File: config.mk
export PLATFORM = sky130hd
export DESIGN_NAME = alu_issue_stage
export DESIGN_NICKNAME = d
export VERILOG_FILES = /design/src/rtl/alu_issue_stage.sv
export SDC_FILE = /design/constraint.sdc
export NUM_CORES = 1
export LEC_CHECK = 0
export CAP_MARGIN = 20
export CORE_MARGIN = 5
export CORE_UTILIZATION = 41
export CTS_CLUSTER_SIZE = 30
export DETAILED_ROUTE_END_ITERATION = 8
export HOLD_SLACK_MARGIN = 0.1
export PLACE_DENSITY_LB_ADDON = 0.12
export SLEW_MARGIN = 15
export SYNTH_ARGS = -nofsm -noshare
export SYNTH_HDL_FRONTEND = slang
export SYNTH_SLANG_ARGS = --single-unit
File: constraint.sdc
create_clock -name clk -period 3 [get_ports clk]
set_input_delay 0.6 -clock clk [delete_from_list [all_inputs] [get_ports clk]]
set_output_delay 0.6 -clock clk [all_outputs]
set_load 0.01 [all_outputs]
File: src/rtl/alu_issue_stage.sv
`default_nettype none
// ============================================================================
// Module   : alu_issue_stage
// Purpose  : Sequential front-end for the combinational datapath ALU. It
//            accepts one operation per cmd handshake and registers the
//            operands. It drives the one-hot ALU function select and the
//            carry-in, then captures the ALU result and zout/cout. It keeps
//            the Z/C status flags and offers the result to writeback through
//            a res handshake.
// Ports    : clk, ExternalReset (async, active high)
//            cmd_valid/cmd_ready/cmd_op/cmd_a/cmd_b/cmd_use_c : command in
//            alu_A/alu_B/alu_sel/alu_cin                      : to ALU
//            aluout/zout/cout                                 : from ALU
//            res_valid/res_ready/res_data/res_err             : result out
//            Zflag/Cflag                                      : status flags
//            CSet/CReset/ZSet/ZReset                          : flag pulses
// Revision : 1.0 - initial release
// ============================================================================
module alu_issue_stage #(
    parameter int DATA_W     = 16,
    parameter int OP_W       = 4,
    parameter bit C_ON_LOGIC = 1'b0
) (
    input  logic              clk,
    input  logic              ExternalReset,
    input  logic              cmd_valid,
    output logic              cmd_ready,
    input  logic [OP_W-1:0]   cmd_op,
    input  logic [DATA_W-1:0] cmd_a,
    input  logic [DATA_W-1:0] cmd_b,
    input  logic              cmd_use_c,
    output logic [DATA_W-1:0] alu_A,
    output logic [DATA_W-1:0] alu_B,
    output logic [9:0]        alu_sel,
    output logic              alu_cin,
    input  logic [DATA_W-1:0] aluout,
    input  logic              zout,
    input  logic              cout,
    output logic              res_valid,
    input  logic              res_ready,
    output logic [DATA_W-1:0] res_data,
    output logic              res_err,
    output logic              Zflag,
    output logic              Cflag,
    input  logic              CSet,
    input  logic              CReset,
    input  logic              ZSet,
    input  logic              ZReset
);

    typedef enum logic [1:0] {
        S_IDLE = 2'd0,
        S_EXEC = 2'd1,
        S_HOLD = 2'd2
    } state_t;

    state_t              r_state;
    logic [DATA_W-1:0]   r_aluA;
    logic [DATA_W-1:0]   r_aluB;
    logic [9:0]          r_aluSel;
    logic                r_aluCin;
    logic                r_opIllegal;
    logic                r_opLoadsC;
    logic [DATA_W-1:0]   r_resData;
    logic                r_resErr;
    logic                r_resValid;
    logic                r_cmdReady;
    logic                r_z;
    logic                r_c;

    logic [9:0]          w_selDecode;
    logic                w_opIllegal;
    logic                w_opLoadsC;
    logic                w_accept;
    logic                w_capture;
    logic                w_zCap;
    logic                w_cCap;
    logic                w_zNext;
    logic                w_cNext;

    // Opcode to one-hot select; bit 9 is B15to0 (op 0), bit 0 is AcmpB (op 9).
    always_comb begin
        w_selDecode = 10'b0;
        case (cmd_op)
            OP_W'(0): w_selDecode = 10'b10_0000_0000;
            OP_W'(1): w_selDecode = 10'b01_0000_0000;
            OP_W'(2): w_selDecode = 10'b00_1000_0000;
            OP_W'(3): w_selDecode = 10'b00_0100_0000;
            OP_W'(4): w_selDecode = 10'b00_0010_0000;
            OP_W'(5): w_selDecode = 10'b00_0001_0000;
            OP_W'(6): w_selDecode = 10'b00_0000_1000;
            OP_W'(7): w_selDecode = 10'b00_0000_0100;
            OP_W'(8): w_selDecode = 10'b00_0000_0010;
            OP_W'(9): w_selDecode = 10'b00_0000_0001;
            default:  w_selDecode = 10'b0;
        endcase
    end

    assign w_opIllegal = (cmd_op > OP_W'(9));
    // Only add, sub and cmp produce a meaningful carry unless logic ops are
    // configured to load C as well.
    assign w_opLoadsC  = C_ON_LOGIC ? !w_opIllegal
                                    : ((cmd_op == OP_W'(6)) ||
                                       (cmd_op == OP_W'(7)) ||
                                       (cmd_op == OP_W'(9)));

    assign w_accept  = (r_state == S_IDLE) && cmd_valid && r_cmdReady;

    // The ALU result is captured on the edge that closes EXEC.
    assign w_capture = (r_state == S_EXEC) && !r_opIllegal;
    assign w_zCap    = w_capture ? zout : r_z;
    assign w_cCap    = (w_capture && r_opLoadsC) ? cout : r_c;

    // Direct pulses override the capture; Reset wins over Set.
    assign w_zNext   = ZReset ? 1'b0 : (ZSet ? 1'b1 : w_zCap);
    assign w_cNext   = CReset ? 1'b0 : (CSet ? 1'b1 : w_cCap);

    always_ff @(posedge clk or posedge ExternalReset) begin
        if (ExternalReset) begin
            r_state     <= S_IDLE;
            r_aluA      <= '0;
            r_aluB      <= '0;
            r_aluSel    <= '0;
            r_aluCin    <= 1'b0;
            r_opIllegal <= 1'b0;
            r_opLoadsC  <= 1'b0;
            r_resData   <= '0;
            r_resErr    <= 1'b0;
            r_resValid  <= 1'b0;
            r_cmdReady  <= 1'b0;
            r_z         <= 1'b0;
            r_c         <= 1'b0;
        end else begin
            r_z <= w_zNext;
            r_c <= w_cNext;
            case (r_state)
                S_IDLE: begin
                    if (w_accept) begin
                        r_aluA      <= cmd_a;
                        r_aluB      <= cmd_b;
                        r_aluSel    <= w_selDecode;
                        // r_c is the flag value before this edge, so a CSet
                        // landing on the accept edge does not reach this op.
                        r_aluCin    <= cmd_use_c & r_c;
                        r_opIllegal <= w_opIllegal;
                        r_opLoadsC  <= w_opLoadsC;
                        r_cmdReady  <= 1'b0;
                        r_state     <= S_EXEC;
                    end else begin
                        r_cmdReady  <= 1'b1;
                    end
                end
                S_EXEC: begin
                    r_resData  <= aluout;
                    r_resErr   <= r_opIllegal;
                    r_aluSel   <= '0;
                    r_resValid <= 1'b1;
                    r_state    <= S_HOLD;
                end
                S_HOLD: begin
                    // Ready rises only after the result handshake edge, so
                    // no command is taken in the same cycle.
                    if (res_ready) begin
                        r_resValid <= 1'b0;
                        r_cmdReady <= 1'b1;
                        r_state    <= S_IDLE;
                    end
                end
                default: begin
                    r_aluSel   <= '0;
                    r_resValid <= 1'b0;
                    r_cmdReady <= 1'b0;
                    r_state    <= S_IDLE;
                end
            endcase
        end
    end

    assign cmd_ready = r_cmdReady;
    assign alu_A     = r_aluA;
    assign alu_B     = r_aluB;
    assign alu_sel   = r_aluSel;
    assign alu_cin   = r_aluCin;
    assign res_valid = r_resValid;
    assign res_data  = r_resData;
    assign res_err   = r_resErr;
    assign Zflag     = r_z;
    assign Cflag     = r_c;

endmodule
`default_nettype wire
After elaboration in Yosys (flattened, before gate mapping)
Memories as Yosys holds them, arrays and structs flattened.
Cells that the tools add are included.
{ "totals": {"register_bits": 68, "romBits": 160, "elab_cells": 57, "n_memories": 1} }
{ "mem_list": {"columns": ["name", "depth", "width", "rd", "rd_ports_with_merged_regs", "write_ports", "line", "rtl"], "rows": [
  ["(name not given)", 16, 10, 1, 0, 0, "84", "case (cmd_op)"]
]} }
{ "classes": {"magnitude_cmp": 1, "n_eq_ne": 7, "muxes": 16, "n_bitwise": 4, "n_reduce_logical": 15} }
{ "op_table": {"columns": ["op", "n"], "rows": [
  ["$pmux W10 S2", 1],
  ["$mux W10", 1],
  ["$reduce_and A2 Y1", 5],
  ["$mux W1", 9],
  ["$eq A4 B3 Y1 const B", 2],
  ["$pmux W1 S3", 2],
  ["$pmux W2 S3", 1],
  ["$reduce_bool A3 Y1", 2],
  ["$eq A4 B4 Y1 const B", 1],
  ["$gt A4 B4 Y1 const B", 1],
  ["$logic_and A1 B1 Y1", 4],
  ["$mux W2", 2],
  ["$ne A2 B2 Y1 const B", 2],
  ["$not A1 Y1", 3],
  ["$eq A2 B1 Y1 const B", 1],
  ["$eq A2 B2 Y1 const B", 1],
  ["$logic_not A2 Y1", 1],
  ["$logic_or A1 B1 Y1", 2],
  ["$and A1 B1 Y1", 1],
  ["$logic_not A1 Y1", 1]
]} }

Longest topological paths before layout
Gate-level depths: netlist (run 1).
{ "depth": {"word_depth": 6, "ltp_mapped": 8, "mapped_depth_nobuf": 4} }

Worst setup path before layout (run 1)
Ideal clock, no wire load.
{ "synth_path": {"path_kind": "input to register", "start": "input cmd_op[1]", "end": "register r_aluSel[0], in the netlist alu_sel[0]", "setup_ns": 0.125, "arrival_time_ns": 1.324, "required_time_ns": 2.875, "path_slack_ns": 1.551, "cell_stages": 4, "n_path_buf": 1, "cell_sequence": "clkbuf_1 -> nor3b_1 -> and3_1 -> mux2_2"} }
{ "synth_via": {"elab_chain_len": 3} }
{ "synth_rtl": {"columns": ["element", "line", "rtl"], "rows": [
  ["from (decl)", "28", "input logic [OP_W-1:0] cmd_op,"],
  ["$mem_v2 Z16 W10", null, null],
  ["$mux W10", "138", "if (w_accept) begin"],
  ["$pmux W10 S2", "136", "case (r_state)"],
  ["to (signal assigned)", "141", "r_aluSel <= w_selDecode;"],
  ["to (decl)", "60", "logic [9:0] r_aluSel;"]
]} }
Every way passes these cells. The select of a mux whose other input is x is not followed.
A chain may end at the register's enable or synchronous reset.

Worst setup path in the final report (run 1)
{ "layout_path": {"start": "register r_cmdReady, in the netlist cmd_ready", "end": "output cmd_ready"} }
{ "layout_rtl": {"columns": ["element", "line", "rtl"], "rows": [
  ["from (decl)", "67", "logic r_cmdReady;"],
  ["from (signal assigned)", "130", "r_cmdReady <= 1'b0;"],
  ["from (signal assigned)", "147", "r_cmdReady <= 1'b0;"],
  ["from (signal assigned)", "150", "r_cmdReady <= 1'b1;"],
  ["to (decl)", "27", "output logic cmd_ready,"]
]} }
No word-level cell between the ends.

==> out/results.ini, run 1 <==
[run_status]
outcome = completed

[logic_synthesis]
synthArstFlopShare = 1.000
synth.area.top_cells = dfrtp_1, nand2_1, mux2_2, mux2_1, nor2_1
ys_types = 33
yosysSeqAreaShare = 0.6213
synth_top_flop_cell = dfrtp_1
syn_area_um2 = 2739
synth_edf_count = 0
synth_common_cells = nand2_1, dfrtp_1, mux2_2
synth_top_cell_by_area = dfrtp_1
avgSynthCellArea_um2 = 10.87
synth_top_area_frac = 0.6213
yosys_warnings = 0
synth.most_common_cell = nand2_1
synthCells = 252
ys_ff_latch = 68
synthesis.nets = 315

[power_and_ir_drop]
ir_drop_mv = 0.4816
switching_power_uw = 1317
power_frac_clock = 0.164
combinationalPowerShare = 0.443
power-per-cell-area_nw_per_um2 = 932.2
p_seq_frac = 0.392
switching_share = 0.3339
p_leak_uw = 0.001955
p_int_uw = 2628

[global_route]
grt_first_pass_wirelength_um = 10850
antenna_found_initial = 0
grtUsageTotal = 0.1639
grt_pass1_vias = 2116
overflow = 0
grt_max_degree = 35

[worst_setup_path]
regToRegSetupSlack_ps = 1200
endpoint_kind = output port
reg2reg_to = res_data[2]
cp.arrival_ps = 1410
critical_path_class = flip-flop to output port
reg2regPathDepth = 2
r2r_start = r_state[0]
worstPathRequired_ps = 2400
cp_cell_sequence = clkdlybuf4s50_1
slowest_delay_ps = 600
path_buf_inv = 1
crit_family = buffers and inverters
crit_path_start_kind = flip-flop
cp_slowest_cell = clkdlybuf4s50_1
cp_max_fo = 5

[floorplanning]
die_y_um = 91.73
dieArea_um2 = 8414
initial_core_util = 0.4265
io_pins = 127
rows = 29
die_x_um = 91.73
coreArea_um2 = 6422

[drt]
drtIter0Drc = 94
via_per_inst = 4.720
ant_nets = 0
firstDrtPassIters = 4
wl_um = 6703
route.detailed.drc = 0
num_vias = 2176
routedWlPerCell_um = 14.54

[clocking]
cts_max_level = 3
cts_inserted_buffers = 9
cts_tree = done
cts_buffer_depth = 2
cts-resized-gates = 0
holdBufCountCts = 0
cts.clk_slew.worst_paths_ps = 70
insertion_delay_ps = 340
root_buffer = clkbuf_8
cts_sinks = 68
post-cts-setup-buffer-count = 0

[hold_path]
whs_endpoint = alu_cin
holdPathStages = 2
hp-class = flip-flop to flip-flop
hold_start = alu_cin

[final_layout]
syn2layout_area_growth_pct = 54.50
drive_above_1_share = 0.1224
layout.nets = 442
n_antenna_cell = 0

[timing]
grt_setup_unrepaired = no
relSlewSlack = 0.4118
period_needed_ps = 2010
hold_viol = 0
setup_violations = 0
drv_slew = 0
worst_pin_slew_ps = 882.3
tns_ps = 0
period_share = 0.6700
fin_skew_ps = 6.959
finalWorstSetupSlack_ps = 990.1
timing.fmax_mhz = 497.5

[place]
dp_worst_setup_slack_ps = 846.6
gp_congestion = 0.7591
hpwl_um = 4858
numPortBuffers = 126

[job]
drv_cap = 0

==> through the flow <==
step           std cells  hold slack, ps  instance area (µm²)  power (µW)    util
6_report             461           464.7                 4232        3945  0.6589
3_3_place_gp         445           453.1                 4063        3302  0.6326
4_1_cts              461           470.5                 4232        4007  0.6589
2_1_floorplan        252           473.1                 2739        2374       -
5_1_grt              461           487.5                 4232        4216  0.6589
3_5_place_dp         445           455.9                 4063        3340  0.6326
==> logic make-up (layout without fill, tap and decap cells) <==
group | Yosys count | after routing | share of synthesized area
buffers and inverters | 21 | 153 | 0.03929
AOI/OAI and AO/OA | 11 | 11 | 0.03609
DFF | 68 | 68 | 0.6213
and+or+nand+nor | 126 | 126 | 0.1969
muxes | 26 | 26 | 0.1064
==> per-layer routing <==
layer  part of all wire  vias up  global-route usage
li1                   -     1066                   -
met1               0.42     1017              0.2091
met2               0.46       86              0.2453
met3               0.10        7             0.06628
met4              0.016        0             0.07426
met5                  0        -                   0
==> worst max-delay path by stage <==
stage                  startpoint  cells after the start  slack, ps         to
finish                  cmd_ready                      1        990  cmd_ready
detailed placement      cmd_valid                      6        850  alu_B[12]
global route            cmd_ready                      1        940  cmd_ready
global placement        cmd_valid                      6        880  alu_B[11]
floorplan           ExternalReset                      1        690      Cflag
CTS                     cmd_ready                      1        970  cmd_ready
==> placed cells by master, fill, tap and decap left out, drive strengths merged, types with 2 or more instances in the layout <==
cell type | Yosys | routed
buf | 9 | 4
inv | 7 | 7
mux2 | 25 | 25
dfrtp | 68 | 68
and3 | 2 | 2
nand2b | 3 | 3
nor4 | 2 | 2
o2bb2ai | 2 | 2
a221oi | 2 | 2
clkbuf | 5 | 11
nand2 | 101 | 101
clkdlybuf4s50 | 0 | 126
nand3 | 3 | 3
nor3b | 2 | 2
nor2 | 7 | 7
clkinv | 0 | 4
==> flip-flops by register name (all words and copies together), names as in the netlist <==
register     flops
alu_A           16
alu_cin          1
cmd_ready        1
alu_sel         10
Zflag            1
alu_B           16
r_opLoadsC       1
r_opIllegal      1
Cflag            1
r_state          2
res_err          1
res_data        16
res_valid        1
==> layout make-up <==
type | instances | area (µm²)
Inverter | 7 | 26.28
Tap cell | 77 | 96.34
Multi-Input combinational cell | 163 | 934.6
Timing Repair Buffer | 130 | 1304
Clock inverter | 5 | 27.53
Fill cell | 537 | 2191
Sequential cell | 68 | 1702
Clock buffer | 11 | 141.4
==> worst register-to-register path: stages, from the launching register on <==
cell and delay (ps):
dfrtp_1 590, nand2b_1 570, mux2_1 520
==> power by group through the flow <==
| stage | sequential, µW | combinational [µW] | clock, µW |
|---|---|---|---|
| 6_report | 1550 | 1750 | 649 |
| 5_1_grt | 1600 | 1900 | 710 |
| 4_1_cts | 1550 | 1780 | 670 |
| 3_5_place_dp | 1560 | 1780 | 0 |
| 3_3_place_gp | 1550 | 1760 | 0 |
| 2_1_floorplan | 1690 | 681 | 0 |
No activity file was read; power rests on OpenSTA's default activity.
==> run 2, diff against run 1 <==
--- a/config.mk
+++ b/config.mk
@@ -7,7 +7,7 @@
 export LEC_CHECK = 0
 export CAP_MARGIN = 20
 export CORE_MARGIN = 5
-export CORE_UTILIZATION = 41
+export CORE_UTILIZATION = 37
 export CTS_CLUSTER_SIZE = 30
 export DETAILED_ROUTE_END_ITERATION = 8
 export HOLD_SLACK_MARGIN = 0.1
==> constraint.sdc (replaced) <==
create_clock -name clk -period 1.74 [get_ports clk]
set_input_delay 0.348 -clock clk [delete_from_list [all_inputs] [get_ports clk]]
set_output_delay 0.348 -clock clk [all_outputs]
set_load 0.01 [all_outputs]
==> out/results.ini, run 2 (synthesis results as in run 1) <==
[place]
placed_area_um2 = 4136
numPortBuffers = 126
gp_congestion = 0.7395
numPlacedInstances = 471
hpwl_um = 4935

[clocking]
root_buffer = clkbuf_8
cts_max_level = 3
cts_inserted_buffers = 9
cts.clk_slew.worst_paths_ps = 70
cts_buffer_depth = 2
insertion_delay_ps = 330
cts_sinks = 68
holdBufCountCts = 0
cts_tree = done

[worst_setup_path]
slowest_delay_ps = 560
crit_family = buffers and inverters
setup.worst_path.start = cmd_ready
path_buf_inv = 1
cp_cell_sequence = clkdlybuf4s50_1
critical_path_class = flip-flop to output port
crit_path_start_kind = flip-flop
cp_slowest_cell = clkdlybuf4s50_1
regToRegSetupSlack_ps = 280
endpoint_kind = output port
worstPathRequired_ps = 1390
cp.arrival_ps = 1310
r2r_start = r_state[0]
cp_max_fo = 5

[final_layout]
n_antenna_cell = 0
drive_above_1_share = 0.1314
layout.nets = 446
final_area_um2 = 4369
layout_commonest_cell = clkdlybuf4s50_1
fin_cells = 487
layout_common_cells = clkdlybuf4s50_1, nand2_1, dfrtp_1
syn2layout_area_growth_pct = 59.52

[drt]
routedWlPerCell_um = 13.93
via_per_inst = 4.556
wl_um = 6784
drtIter0Drc = 61
firstDrtPassIters = 4
route.detailed.drc = 0
ant_nets = 0
num_vias = 2219

[global_route]
antenna_found_initial = 0
grt_use_met2 = 0.2409
grt_use_met3 = 0.06177
grtUsageTotal = 0.1527
overflow = 0
grt_first_pass_wirelength_um = 10750
grt_pass1_vias = 2339
busiest_layer = met2
grt_max_degree = 69
use_met1 = 0.1779

[power_and_ir_drop]
p_leak_uw = 0.002002
power-per-cell-area_nw_per_um2 = 1660
ir_drop_mv = 0.8582

[floorplanning]
die_x_um = 96.04
rows = 31
die_y_um = 96.04
io_pins = 127
coreArea_um2 = 7214
initial_core_util = 0.3796
dieArea_um2 = 9223

[timing]
fin_skew_ps = 8.707
timing.fmax_mhz = 604.4
setup_violations = 0
period_needed_ps = 1655
drv_slew = 0
tns_ps = 0
worst_pin_slew_ps = 387.0
hold_viol = 0
grt_setup_unrepaired = no
whs_ps = 447.7
period_share = 0.9509
relSlewSlack = 0.7420

[job]
drv_cap = 0

[hold_path]
hp-class = primary input to asynchronous set/reset pin

[run_status]
outcome = completed

run 2: cell types whose count changed in the layout (fill, tap and decap cells not counted):
cell	change
clkbuf_1	+1
buf_4	+3
clkbuf_8	-1
bufinv_16	+3
buf_12	+1
inv_2	-1
dfrtp_1	-1
dfrtp_2	+1
clkinv_2	-2
run 2: worst paths after layout:
| kind | to | cells after the start |
|---|---|---|
| max | cmd_ready | 1 |
| min | alu_B[14] | 3 |
| max reg2reg | res_data[12] | 4 |
| min reg2reg | alu_B[5] | 2 |
| max in group asynchronous | cmd_ready | 3 |
| min in group clk | alu_B[5] | 2 |
run 2: area by class of cell:
| type | count | area [µm²] |
|---|---|---|
| Fill cell | 631 | 2845 |
| Sequential cell | 68 | 1703 |
| Timing Repair Buffer | 134 | 1346 |
| Multi-Input combinational cell | 163 | 934.6 |
| Clock buffer | 11 | 131.4 |
| Tap cell | 99 | 123.9 |
| Clock inverter | 5 | 100.1 |
| Inverter | 7 | 30.03 |
run 2: what timing repair did:
action                                  4_1_cts  5_1_grt
endpoints found under the setup margin        1        0
setup buffers                                 0        0
gates resized for setup                       1        0
run 2: tightest hold or removal path, delay by kind of cell:
| family | cells | cell delay [ps] |
|---|---|---|
| buffers and inverters | 3 | 840 |
run 2: per-stage QoR:
step                      setup WS [ps]  power, µW    util
after CTS                         63.41       7385  0.6056
final                             85.37       7255  0.6056
after global placement            49.88       5777  0.5734
after detailed placement          36.49       5837  0.5734
after global routing              31.38       7766  0.6056
after floorplan                   347.9       4093       -
run 2: routing by layer:
metal | vias to the layer above | wire length [µm]
li1 | 1080 | -
met1 | 1046 | 2711
met2 | 79 | 3175
met3 | 14 | 716
met4 | 0 | 180
met5 | - | 0
run 2: power breakdown:
group / switching (µW) / leakage (µW) / internal (µW)
Combinational: 1330 / 0.00104 / 1780
Sequential: 383 / 0.000844 / 2260
Clock: 552 / 0.000117 / 949
Total: 2260 / 0.00200 / 4990
